$ cat config.mk
export PLATFORM = sky130hd
export DESIGN_NAME = subtractor
export DESIGN_NICKNAME = d
export VERILOG_FILES = /design/src/rtl/subtractor_pkg.sv /design/src/rtl/subtractor_abs_diff_comb.sv /design/src/rtl/subtractor.sv
export SDC_FILE = /design/constraint.sdc
export NUM_CORES = 1
export LEC_CHECK = 0
export CAP_MARGIN = 20
export CORE_AREA = 3 3 40 42
export CTS_BUF_LIST = sky130_fd_sc_hd__clkbuf_4
export CTS_CLUSTER_DIAMETER = 40
export DETAILED_ROUTE_END_ITERATION = 7
export DIE_AREA = 0 0 43 45
export GPL_ROUTABILITY_DRIVEN = 1
export SLEW_MARGIN = 20
export SYNTH_ARGS = -nofsm -noshare
export SYNTH_HDL_FRONTEND = slang
export SYNTH_SLANG_ARGS = --single-unit
$ cat constraint.sdc
create_clock -name clk -period 0.8 [get_ports clk]
set_clock_uncertainty 0.05 [all_clocks]
set_input_delay 0.16 -clock clk [delete_from_list [all_inputs] [get_ports clk]]
set_output_delay 0.16 -clock clk [all_outputs]
set_load 0.005 [all_outputs]
$ cat src/rtl/subtractor_pkg.sv
// Shared definitions for the registered sign-magnitude subtractor.
//
// Contents:
//   DEFAULT_WIDTH  - default operand/result width
//   sm_result_t    - sign-magnitude result at the default width
//   abs_diff()     - sign-magnitude |a - b| at the default width, for reference modelling
package subtractor_pkg;

  localparam int unsigned DEFAULT_WIDTH = 4;

  typedef struct packed {
    logic                     sign;
    logic [DEFAULT_WIDTH-1:0] mag;
  } sm_result_t;

  function automatic sm_result_t abs_diff(input logic [DEFAULT_WIDTH-1:0] a,
                                          input logic [DEFAULT_WIDTH-1:0] b);
    logic [DEFAULT_WIDTH:0] d;
    sm_result_t             r;
    d      = {1'b0, a} - {1'b0, b};
    r.sign = d[DEFAULT_WIDTH];
    r.mag  = d[DEFAULT_WIDTH] ? (b - a) : d[DEFAULT_WIDTH-1:0];
    return r;
  endfunction

endpackage

$ cat src/rtl/subtractor_abs_diff_comb.sv
// Combinational borrow-chain subtractor producing |a - b| and the borrow.
//
// Ports:
//   a      in  WIDTH  minuend, unsigned
//   b      in  WIDTH  subtrahend, unsigned
//   mag    out WIDTH  magnitude of a - b
//   borrow out 1      1 when a < b
module abs_diff_comb import subtractor_pkg::*; #(
  parameter int unsigned WIDTH = DEFAULT_WIDTH
) (
  input  logic [WIDTH-1:0] a,
  input  logic [WIDTH-1:0] b,
  output logic [WIDTH-1:0] mag,
  output logic             borrow
);

  if (WIDTH < 2 || WIDTH > 32) begin : g_bad_width
    $error("abs_diff_comb: WIDTH must be in 2..32");
  end

  logic [WIDTH:0]   bchain;
  logic [WIDTH-1:0] diff;

  assign bchain[0] = 1'b0;

  // Ripple borrow: bit i borrows out when a<b locally, or when equal and a borrow comes in.
  for (genvar i = 0; i < WIDTH; i++) begin : g_bit
    assign diff[i]     = a[i] ^ b[i] ^ bchain[i];
    assign bchain[i+1] = (~a[i] & b[i]) | (~(a[i] ^ b[i]) & bchain[i]);
  end

  assign borrow = bchain[WIDTH];

  // A negative difference is the two's complement of diff; it always fits in WIDTH bits.
  assign mag = borrow ? (~diff + WIDTH'(1)) : diff;

endmodule

$ cat src/rtl/subtractor.sv
// Registered unsigned subtractor with sign-magnitude result, one cycle latency.
//
// Ports:
//   clk       in  1      clock, rising edge
//   rst_n     in  1      asynchronous active-low reset
//   in_valid  in  1      a and b valid this cycle
//   a         in  WIDTH  minuend, unsigned
//   b         in  WIDTH  subtrahend, unsigned
//   out_valid out 1      result/sign updated on the last edge
//   result    out WIDTH  |a - b|
//   zero      out 1      a == b for the captured pair (only with SUBTRACTOR_ZERO_FLAG_EN)
//   sign      out 1      1 when a < b
//
// Build option: define SUBTRACTOR_ZERO_FLAG_EN to add the registered zero flag.
module subtractor import subtractor_pkg::*; #(
  parameter int unsigned WIDTH = DEFAULT_WIDTH
) (
  input  logic             clk,
  input  logic             rst_n,
  input  logic             in_valid,
  input  logic [WIDTH-1:0] a,
  input  logic [WIDTH-1:0] b,
  output logic             out_valid,
  output logic [WIDTH-1:0] result,
`ifdef SUBTRACTOR_ZERO_FLAG_EN
  output logic             zero,
`endif
  output logic             sign
);

  logic [WIDTH-1:0] mag;
  logic             borrow;

  abs_diff_comb #(
    .WIDTH (WIDTH)
  ) u_abs_diff_comb (
    .a      (a),
    .b      (b),
    .mag    (mag),
    .borrow (borrow)
  );

  logic             valid_q;
  logic [WIDTH-1:0] result_d, result_q;
  logic             sign_d, sign_q;

  // Operands are only looked at when in_valid is high, so X on idle inputs never reaches state.
  always_comb begin
    result_d = result_q;
    sign_d   = sign_q;
    if (in_valid) begin
      result_d = mag;
      sign_d   = borrow;
    end
  end

  always_ff @(posedge clk or negedge rst_n) begin
    if (!rst_n) begin
      valid_q  <= 1'b0;
      result_q <= '0;
      sign_q   <= 1'b0;
    end else begin
      valid_q  <= in_valid;
      result_q <= result_d;
      sign_q   <= sign_d;
    end
  end

  assign out_valid = valid_q;
  assign result    = result_q;
  assign sign      = sign_q;

`ifdef SUBTRACTOR_ZERO_FLAG_EN
  logic zero_d, zero_q;

  always_comb begin
    zero_d = zero_q;
    if (in_valid) begin
      zero_d = ~|mag;
    end
  end

  always_ff @(posedge clk or negedge rst_n) begin
    if (!rst_n) begin
      zero_q <= 1'b0;
    end else begin
      zero_q <= zero_d;
    end
  end

  assign zero = zero_q;
`endif

endmodule

; Word-level counts from Yosys, hierarchy flattened
; Index checks and enable logic that the tools add are counted.
[op_classes]
add_sub_neg = 1
mux = 1
bitwise_logic = 25
[op_table]
columns = operator, count
row1 = 1-bit AND, 7
row2 = 1-bit inverter, 7
row3 = 1-bit bitwise XOR, 7
row4 = 4-bit by 1-bit adder with 4-bit output (second input constant), 1
row5 = 4-bit 2-to-1 mux, 1
row6 = 4-bit inverter, 1
row7 = 1-bit bitwise OR, 3
[word_totals]
regBits = 6
out_inout_bits = 6

; Longest topological paths before layout
[logic_depth]
ltp_word = 10
mapped_depth = 9
ltp_nobuf = 9

; By module
; Synthesis repeated with hierarchy kept, for this count alone.
[hier_totals]
hier_cells = 29
hier_area_um2 = 356.6
[modules_own_cells]
columns = module, n_inst, cells_each, area_each_um2, seq_area_each_um2
row1 = subtractor, 1, 11, 206.4, 150.1
row2 = abs_diff_comb, 1, 18, 150.1, 0.0

; Least setup slack after synthesis
; OpenSTA, ideal clock, no wires.
[synth_path]
path_kind = input-to-reg
start = input a[0]
end = register result_q[2], in the netlist result[2]
setup_time_ns = 0.125
arrival_time_ns = 1.825
t_required_ns = 0.625
slack_ns = -1.200
path_stages = 9
path_buffers = 0
path_cell_list = inv_1 > ha_1 > fa_1 > fa_1 > inv_1 > fa_1 > nor2_2 > xnor2_1 > mux2_4
[synth_via]
elab_chain_cells = 9
word_cells_on_any_way = 14
classes_between = add/sub: 1 / mux: 1 / bitwise: 12
[synth_rtl]
columns = element, line
row1 = start: declaration, subtractor.sv:21  ; input logic [WIDTH-1:0] a,
row2 = "parallel branches: the longest is 8 deep, another holds 4-bit by 1-bit adder with 4-bit output", -
row3 = 4-bit 2-to-1 mux *, subtractor_abs_diff_comb.sv:35  ; assign mag = borrow ? (~diff + WIDTH'(1)) : diff;
row4 = end signal: assignment, subtractor.sv:64  ; result_q <= result_d;
row5 = end: declaration, subtractor.sv:44  ; logic [WIDTH-1:0] result_d, result_q;
; Every way passes the cells marked *.
; A chain may end at the register's enable or synchronous reset.

; Final worst setup path
[layout_path]
start = input a[0]
end = register result_q[3], in the netlist result[3]
[layout_via]
elab_chain_cells = 10
word_cells_on_any_way = 15
classes_between = add/sub: 1 / mux: 1 / bitwise: 13
[layout_rtl]
columns = element, line
row1 = 1-bit inverter, subtractor_abs_diff_comb.sv:29  ; assign bchain[i+1] = (~a[i] & b[i]) | (~(a[i] ^ b[i]) & bchain[i]);
row2 = 1-bit AND (2 in series), subtractor_abs_diff_comb.sv:29
row3 = 1-bit bitwise OR, subtractor_abs_diff_comb.sv:29
row4 = 1-bit AND, subtractor_abs_diff_comb.sv:29
row5 = 1-bit bitwise OR, subtractor_abs_diff_comb.sv:29
row6 = 1-bit bitwise XOR, subtractor_abs_diff_comb.sv:28  ; assign diff[i] = a[i] ^ b[i] ^ bchain[i];
row7 = 4-bit inverter, subtractor_abs_diff_comb.sv:35
row8 = 4-bit by 1-bit adder with 4-bit output, subtractor_abs_diff_comb.sv:35
row9 = 4-bit 2-to-1 mux *, subtractor_abs_diff_comb.sv:35
; Every way passes the cells marked *; elsewhere a longest branch is shown, timed or not.

==> impl_metrics.yaml <==
status:
  outcome: "complete, but fails checks"
  violations: "setup timing"
drt:
  top_layer: "met3"
  drcViolationCount: 0
  via_count: 309
  ant_nets: 0
  wl_met1_um: 275
  dr_wl_met3_um: 55
  drt-vias-per-instance: 4.18
  wl_met2_um: 369
  wl_um: 699
  drtIter0Drc: 3
  first_pass_iters: 4
  post_drt_wl_per_cell_um: 9.45
critical_path:
  cp.arrival_ps: 1870
  cp_data_required_time_ps: 870
  critPathMostFrequentCell: "fa_2"
  reg2reg_from: "result[2]"
  crit_family: "adder cells"
  critPathMaxStageDelay_ps: 450
  r2r_setup_slack_ps: -110
  cpMaxStageDelayCell: "fa_2"
  startpoint_type: "input port"
  rr_endpoint: "result[2]"
  path_max_fanout: 1
  path_cells: "buf_8 > inv_8 > ha_4 > fa_2 > fa_2 > inv_2 > fa_2 > xnor2_2 > a21oi_1"
  path_buf_inv: 3
  rr_worst_depth: 2
  cp-end-kind: "flip-flop"
  path_class: "input port to flip-flop"
floorplan:
  die_x_um: 43
  design.core.area_mm2: 0.00128
  initial_core_util_pct: 28.3
  dieArea_mm2: 0.00194
  rows: 13
  pin_count: 17
  die_y_um: 45
timing:
  fmax_mhz: 556
  setup_ws_ps: -998
  slew_violations: 0
  slew_headroom_pct: 81.4
  fin_crit_ps: 1800
  timing.hold.ws_ps: 111
  hold_viol: 0
  tightest_slew_ps: 278
  rsz0062_at_grt: "yes"
  setup_viol: 10
  period_share_pct: 225
hold_path:
  hp-class: "input port to async pin"
cells_and_area:
  fill_cells: 124
  nets: 77
  diodes: 0
  utilization_pct: 51.2
  area_growth_pct: 80.8
  instances_no_fill: 74
  drive_above_1_share_pct: 55.9
yosys:
  ys_top_cells_by_area: "dfrtp_1 (41%), fa_1 (16%), inv_1 (7.2%)"
  syn_avg_cell_area_um2: 11.4
  syn_nets: 48
  synth.distinct_cells: 12
  ys_ff_latch: 6
  synth-seq-area-share_pct: 41.2
  synth_top_area_share_pct: 41.2
  syn-cell-area_um2: 364
  yosysTopAreaCell: "dfrtp_1"
  synth_warnings: 0
  syn-instance-count: 32
global_routing:
  track_usage_pct: 8.40
  grt_pass1_wl_mm: 1.17
  grt_antenna_before_repair: 0
  grt_pass1_vias: 299
  grt_overflow: 0
  grt_max_degree: 8
power:
  p_per_area_mw_per_mm2: 1740
  leakagePower_uw: 0.000316
  irDropWorstVdd_uv: 554
  power_uw: 1150
clock_tree:
  cts_tree: "yes"
  clkSinkCount: 6
  clock_path_buffers: 2
  cts_inserted_buffers: 3
  clk_transition_reported_paths_ps: 40
  clockRootBuffer: "clkbuf_4"
  h-tree-depth: 1
  clkLatencyLatePin_ps: 240
place:
  gp_congestion: 0.718
  placed_cells: 69
  port_buffers: 16
  dp_hpwl_um: 563
run:
  cap_violations: 0
==> metal layers <==
layer,up-vias,GRT usage [%]
met3,0,4.78
li1,152,-
met4,0,5.42
met1,145,9.41
met5,-,0
met2,12,12.3
==> through the flow <==
step           setup TNS (ps)  cell area [um^2]  worst slack (ps)
2_1_floorplan           -3930               392             -1120
3_3_place_gp            -8570               618             -1730
3_5_place_dp            -8620               618             -1730
4_1_cts                 -4580               636             -1010
5_1_grt                 -4960               658             -1050
6_report                -4480               658              -998
==> layout by cell type (no fill, tap or decap) <==
master and n:
ha_4 1, nor2_1 2, nor2_2 1, a21oi_2 1, buf_8 1, xnor2_2 1
buf_2 6, inv_8 1, xnor2_1 1, clkdlybuf4s50_1 5, mux2i_1 2, nor2_4 1
inv_1 4, inv_2 2, a21oi_1 2, dlygate4sd2_1 3, mux2_4 1, clkbuf_4 3
a31oi_2 1, dfrtp_1 6, buf_6 4, buf_4 6, fa_2 3, ha_1 1
==> synthesized netlist by cell type <==
library cell,instances
xnor2_1,2
a31oi_2,1
nor2_1,3
fa_1,3
ha_1,2
a21oi_1,3
mux2_4,1
nor2_2,1
mux2i_1,2
inv_1,7
dfrtp_1,6
buf_2,1
==> what timing repair did <==
action                                 4_1_cts  5_1_grt
cloned                                       0        0
resized for setup                           42        6
setup endpoints to repair                   11       11
endpoints found under the hold margin        0        0
hold buffers                                 0        0
pin swaps                                    8        5
setup buffers                                2        2
==> kinds of logic (layout without fill, tap and decap cells) <==
logic type	Yosys count	after routing	share of synthesized area, %
mux	3	3	9.62
xor+xnor	2	2	4.81
flops	6	6	41.2
compound gates	4	4	7.56
fa+ha+maj	5	5	23.4
simple gates	4	4	4.81
buf+inv	8	35	8.59
==> worst reg2reg max path: stages (launching register included) <==
cell and delay (ps):
dfrtp_1 360, buf_4 130, mux2_4 250
==> worst max path at each step <==
| stage | from | end | slack (ps) | cells after the start |
|---|---|---|---|---|
| after floorplan | a[0] | result[2] | -1120 | 9 |
| after global placement | a[0] | result[3] | -1730 | 9 |
| after detailed placement | a[0] | result[3] | -1730 | 9 |
| after CTS | a[0] | result[3] | -1010 | 9 |
| after global routing | a[0] | result[3] | -1050 | 9 |
| final | a[0] | result[3] | -1000 | 9 |
==> flip-flops by register name, indices dropped and copies added (netlist names) <==
name,flops
result,4
out_valid,1
sign,1
==> final cells by class <==
cell class,instances,area [um^2],share of cell area (%)
flip-flops and latches,6,150,22.8
inverters,7,33.8,5.13
repair buffers,25,211,32.1
well taps,15,18.8,2.85
clock buffers,3,22.5,3.42
multi-input cells,18,221,33.7
==> power breakdown <==
part | total [uW] | switching [uW] | leakage [uW] | internal, uW
clock | 275 | 106 | 0.0000138 | 169
combinational | 482 | 180 | 0.000234 | 301
sequential | 389 | 25.8 | 0.0000685 | 363
No activity file was read; power rests on OpenSTA's default activity.
==> RTL change 1 (same flow settings) <==
Remove the register `valid_q`: a continuous assignment takes its place, so the output `out_valid` follows one clock earlier.
--- a/src/rtl/subtractor.sv
+++ b/src/rtl/subtractor.sv
@@ -57,13 +57,13 @@
   always_ff @(posedge clk or negedge rst_n) begin
     if (!rst_n) begin
-      valid_q  <= 1'b0;
       result_q <= '0;
       sign_q   <= 1'b0;
     end else begin
-      valid_q  <= in_valid;
       result_q <= result_d;
       sign_q   <= sign_d;
     end
   end
+
+  assign valid_q = in_valid;
 
   assign out_valid = valid_q;
Check against the original RTL: not equivalent (a bounded check fails within 4 cycles, from zero or initial values and one cycle with rst_n low).
==> RTL change 1 against the unedited design <==
The flow still finishes with violations (setup timing); total power grew 0.25%; worst setup slack improved by 0.0050 ns; wire length grew 2.7%; sequential cell count fell by 1; area after synthesis shrank 4.8%; clock power rose by 17%; final area shrank 3.6%; die area is the same; worst hold slack lost 0.019 ns.
==> RTL change 1: results (changes against the unedited design) <==
worst-endpoint-arrival_ns: 1.91  # +0.04 ns
finalSetupViolations: 9  # -1
clkPwrFrac_pct: 28.2  # +4.2 points
p_seq_share_pct: 29.2  # -4.7 points
dpl.cell_count: 68  # -1.4%
synthTopCellsByCount: "inv_1 (7), dfrtp_1 (5), a21oi_1 (3), fa_1 (3), nor2_1 (3)"
worstMarginPinSlew_ns: 0.227  # -0.0509 ns
setup_slack_ns: -0.993  # +0.00497 ns
placed_area_um2: 593  # -4.0%
place_hpwl_um: 602  # +6.9%
place_congestion: 0.693  # -3.5%
wl_um: 718  # +2.7%
comb-power_uw: 489  # +1%
drive_gt1_share_pct: 54.2  # -1.7 points
cts_resized: 41  # -2.4%
ys_types: 13  # +1
viasPerCell: 4.01  # -3.9%
syn_area_per_cell_um2: 10.8  # -4.8%
status: "finished with violations"
grt_pass1_wl_um: 1230  # +5.3%
finalNetCount: 76  # -1.3%
track_usage_pct: 9.08  # +0.67 points
grt_pass1_vias: 283  # -5.4%
violations: "setup timing"
largest_register_ffs: 4  # unchanged
ys_seq_area_share_pct: 36.1  # -5.1 points
grt_max_degree: 9  # +1
swShare_pct: 26.6  # -0.61 points
-- RTL change 1: cell types whose count changed after synthesis --
cell     before  now
dfrtp_1       6    5
buf_4         0    1
-- RTL change 1: cell families (layout without fill, tap and decap cells) --
group	after synthesis	in the layout	synth area share [%]
buffers and inverters	9	36	11.2
flip-flops	5	5	36.1
AO/OA/AOI/OAI	4	4	7.94
adder cells (fa/ha/maj)	5	5	24.5
multiplexers	3	3	10.1
XOR/XNOR	2	2	5.06
AND/OR/NAND/NOR	4	4	5.06
-- RTL change 1: layer usage --
layer | wire [µm] | GRT usage, % | part of all wire [%] | up-vias
met1 | 297 | 11.4 | 41 | 135
met3 | 55 | 5.18 | 7.7 | 2
met4 | 8 | 3.61 | 1.1 | 0
met2 | 356 | 12.9 | 50 | 9
met5 | 0 | 0 | 0 | -
li1 | - | - | - | 151
-- RTL change 1: stage by stage --
step	hold slack, ns	setup TNS, ns
after floorplan	-0.186	-3.93
after global placement	0.353	-8.87
after detailed placement	0.355	-9.01
after CTS	0.0927	-4.47
after global routing	0.102	-4.80
final	0.0927	-4.45
-- RTL change 1: cell type report --
class | instances | area (µm²)
clock buffer | 4 | 30.0
inverter | 7 | 33.8
sequential | 5 | 125
tap | 15 | 18.8
timing repair buffer | 25 | 208
fill | 127 | 651
multi-input combinational | 18 | 219
-- RTL change 1: path summary, 6_finish.rpt --
path                           start        end  slack, ns  depth (start not counted)
max                             a[0]  result[3]      -0.99                          9
min                            rst_n       sign       0.09                          1
max reg2reg                result[2]  result[2]      -0.11                          2
min reg2reg                result[1]  result[1]       0.48                          2
max in group asynchronous      rst_n  result[0]       0.42                          1
min in group clk                b[0]  result[0]       0.28                          4
==> RTL change 2 (same settings) <==
Without the edit above. The option `SUBTRACTOR_ZERO_FLAG_EN` is turned on by a define.
--- a/src/rtl/subtractor.sv
+++ b/src/rtl/subtractor.sv
@@ -13,4 +13,6 @@
 //
 // Build option: define SUBTRACTOR_ZERO_FLAG_EN to add the registered zero flag.
+`define SUBTRACTOR_ZERO_FLAG_EN
+
 module subtractor import subtractor_pkg::*; #(
   parameter int unsigned WIDTH = DEFAULT_WIDTH
Formal check against the unedited RTL (old outputs only; new: zero): equivalent (Yosys induction, for registers that start in step).
==> RTL change 2 against the unedited design <==
The flow still finishes with violations (setup timing); sequential power increased by 16%; fmax is 15% lower; total power up 23%; sequential share of layout area up 0.10 points; critical path depth is the same; final area rose by 16%; worst setup slack worse by 0.33 ns; first-iteration DRC count shrank 67%; wire length rose by 49%; area after synthesis increased by 20%; sequential cell count up 1; cell count rose by 14%; critical path type unchanged; largest power group unchanged.
==> RTL change 2: results (changes against the unedited design) <==
status: "finished with violations"
violations: "setup timing"
p_clk_uw: 367  # +33%
wl_met2_um: 570  # +54%
switchingPower_uw: 393  # +26%
clock_latency_ns: 0.26  # +0.02 ns
ys_types: 20  # +8
drt_iter0_markers: 1  # -2
pre_cts_slack_ns: -2.12  # -0.389 ns
peakVddDrop_mv: 0.835  # +51%
finalSetupViolations: 13  # +3
buffers: 30  # +20%
finalNetCount: 86  # +12%
synthTopCellsByCount: "dfrtp_1 (7), inv_1 (6), fa_1 (3), mux2_2 (3), ha_1 (2)"
met1_length_um: 318  # +16%
n_fill_cell: 108  # -13%
syn_area_per_cell_um2: 12.2  # +6.9%
cp_slowest_stage_delay_ns: 0.55  # +0.10 ns
top_layer: "met4"
grt_pass1_wl_um: 1680  # +44%
syn-num-nets: 52  # +8.3%
dpl.cell_count: 77  # +12%
numPortBuffers: 17  # +1
grt_pass1_vias: 435  # +45%
clkbuf_count: 4  # +1
inv_count: 6  # -1
power_density_nw_per_um2: 1840  # +5.5%
placed_area_um2: 719  # +16%
multi_input_area_share_pct: 34.9  # +1.2 points
setup_slack_ns: -1.33  # -0.327 ns
gr-usage-met3_pct: 4.38  # -0.40 points
track_usage_pct: 13.1  # +4.7 points
tns_ns: -7.14  # -2.66 ns
synth_area_leaders: "dfrtp_1 (40%), fa_1 (14%), mux2_2 (7.7%)"
use_met2_pct: 24.0  # +12 points
RTL change 2: cell types whose count changed after synthesis, sizes merged, moves of 2 or more:
cell   delta
mux2      +2
a21oi     -3
nor2      -3
nor2b     +2
RTL change 2: worst paths after layout:
kind / cells after the start / endpoint / slack (ns) / from
worst max-delay path: 9 / result[3] / -1.33 / a[0]
worst min-delay path: 1 / out_valid / 0.1 / rst_n
worst max register to register: 3 / result[3] / -0.23 / result[3]
worst min register to register: 1 / result[2] / 0.46 / result[2]
max in group asynchronous: 1 / result[2] / 0.37 / rst_n
min in group clk: 4 / result[0] / 0.27 / b[0]
RTL change 2: kinds of logic (layout without fill, tap and decap cells):
| kind of cell | after synthesis | after routing | synth area share, % |
|---|---|---|---|
| buf+inv | 7 | 40 | 7.71 |
| simple gates | 9 | 9 | 12.9 |
| xor+xnor | 1 | 1 | 2.00 |
| flops | 7 | 7 | 40.0 |
| compound gates | 3 | 3 | 8.00 |
| fa+ha+maj | 5 | 5 | 19.4 |
| mux | 4 | 4 | 10.0 |
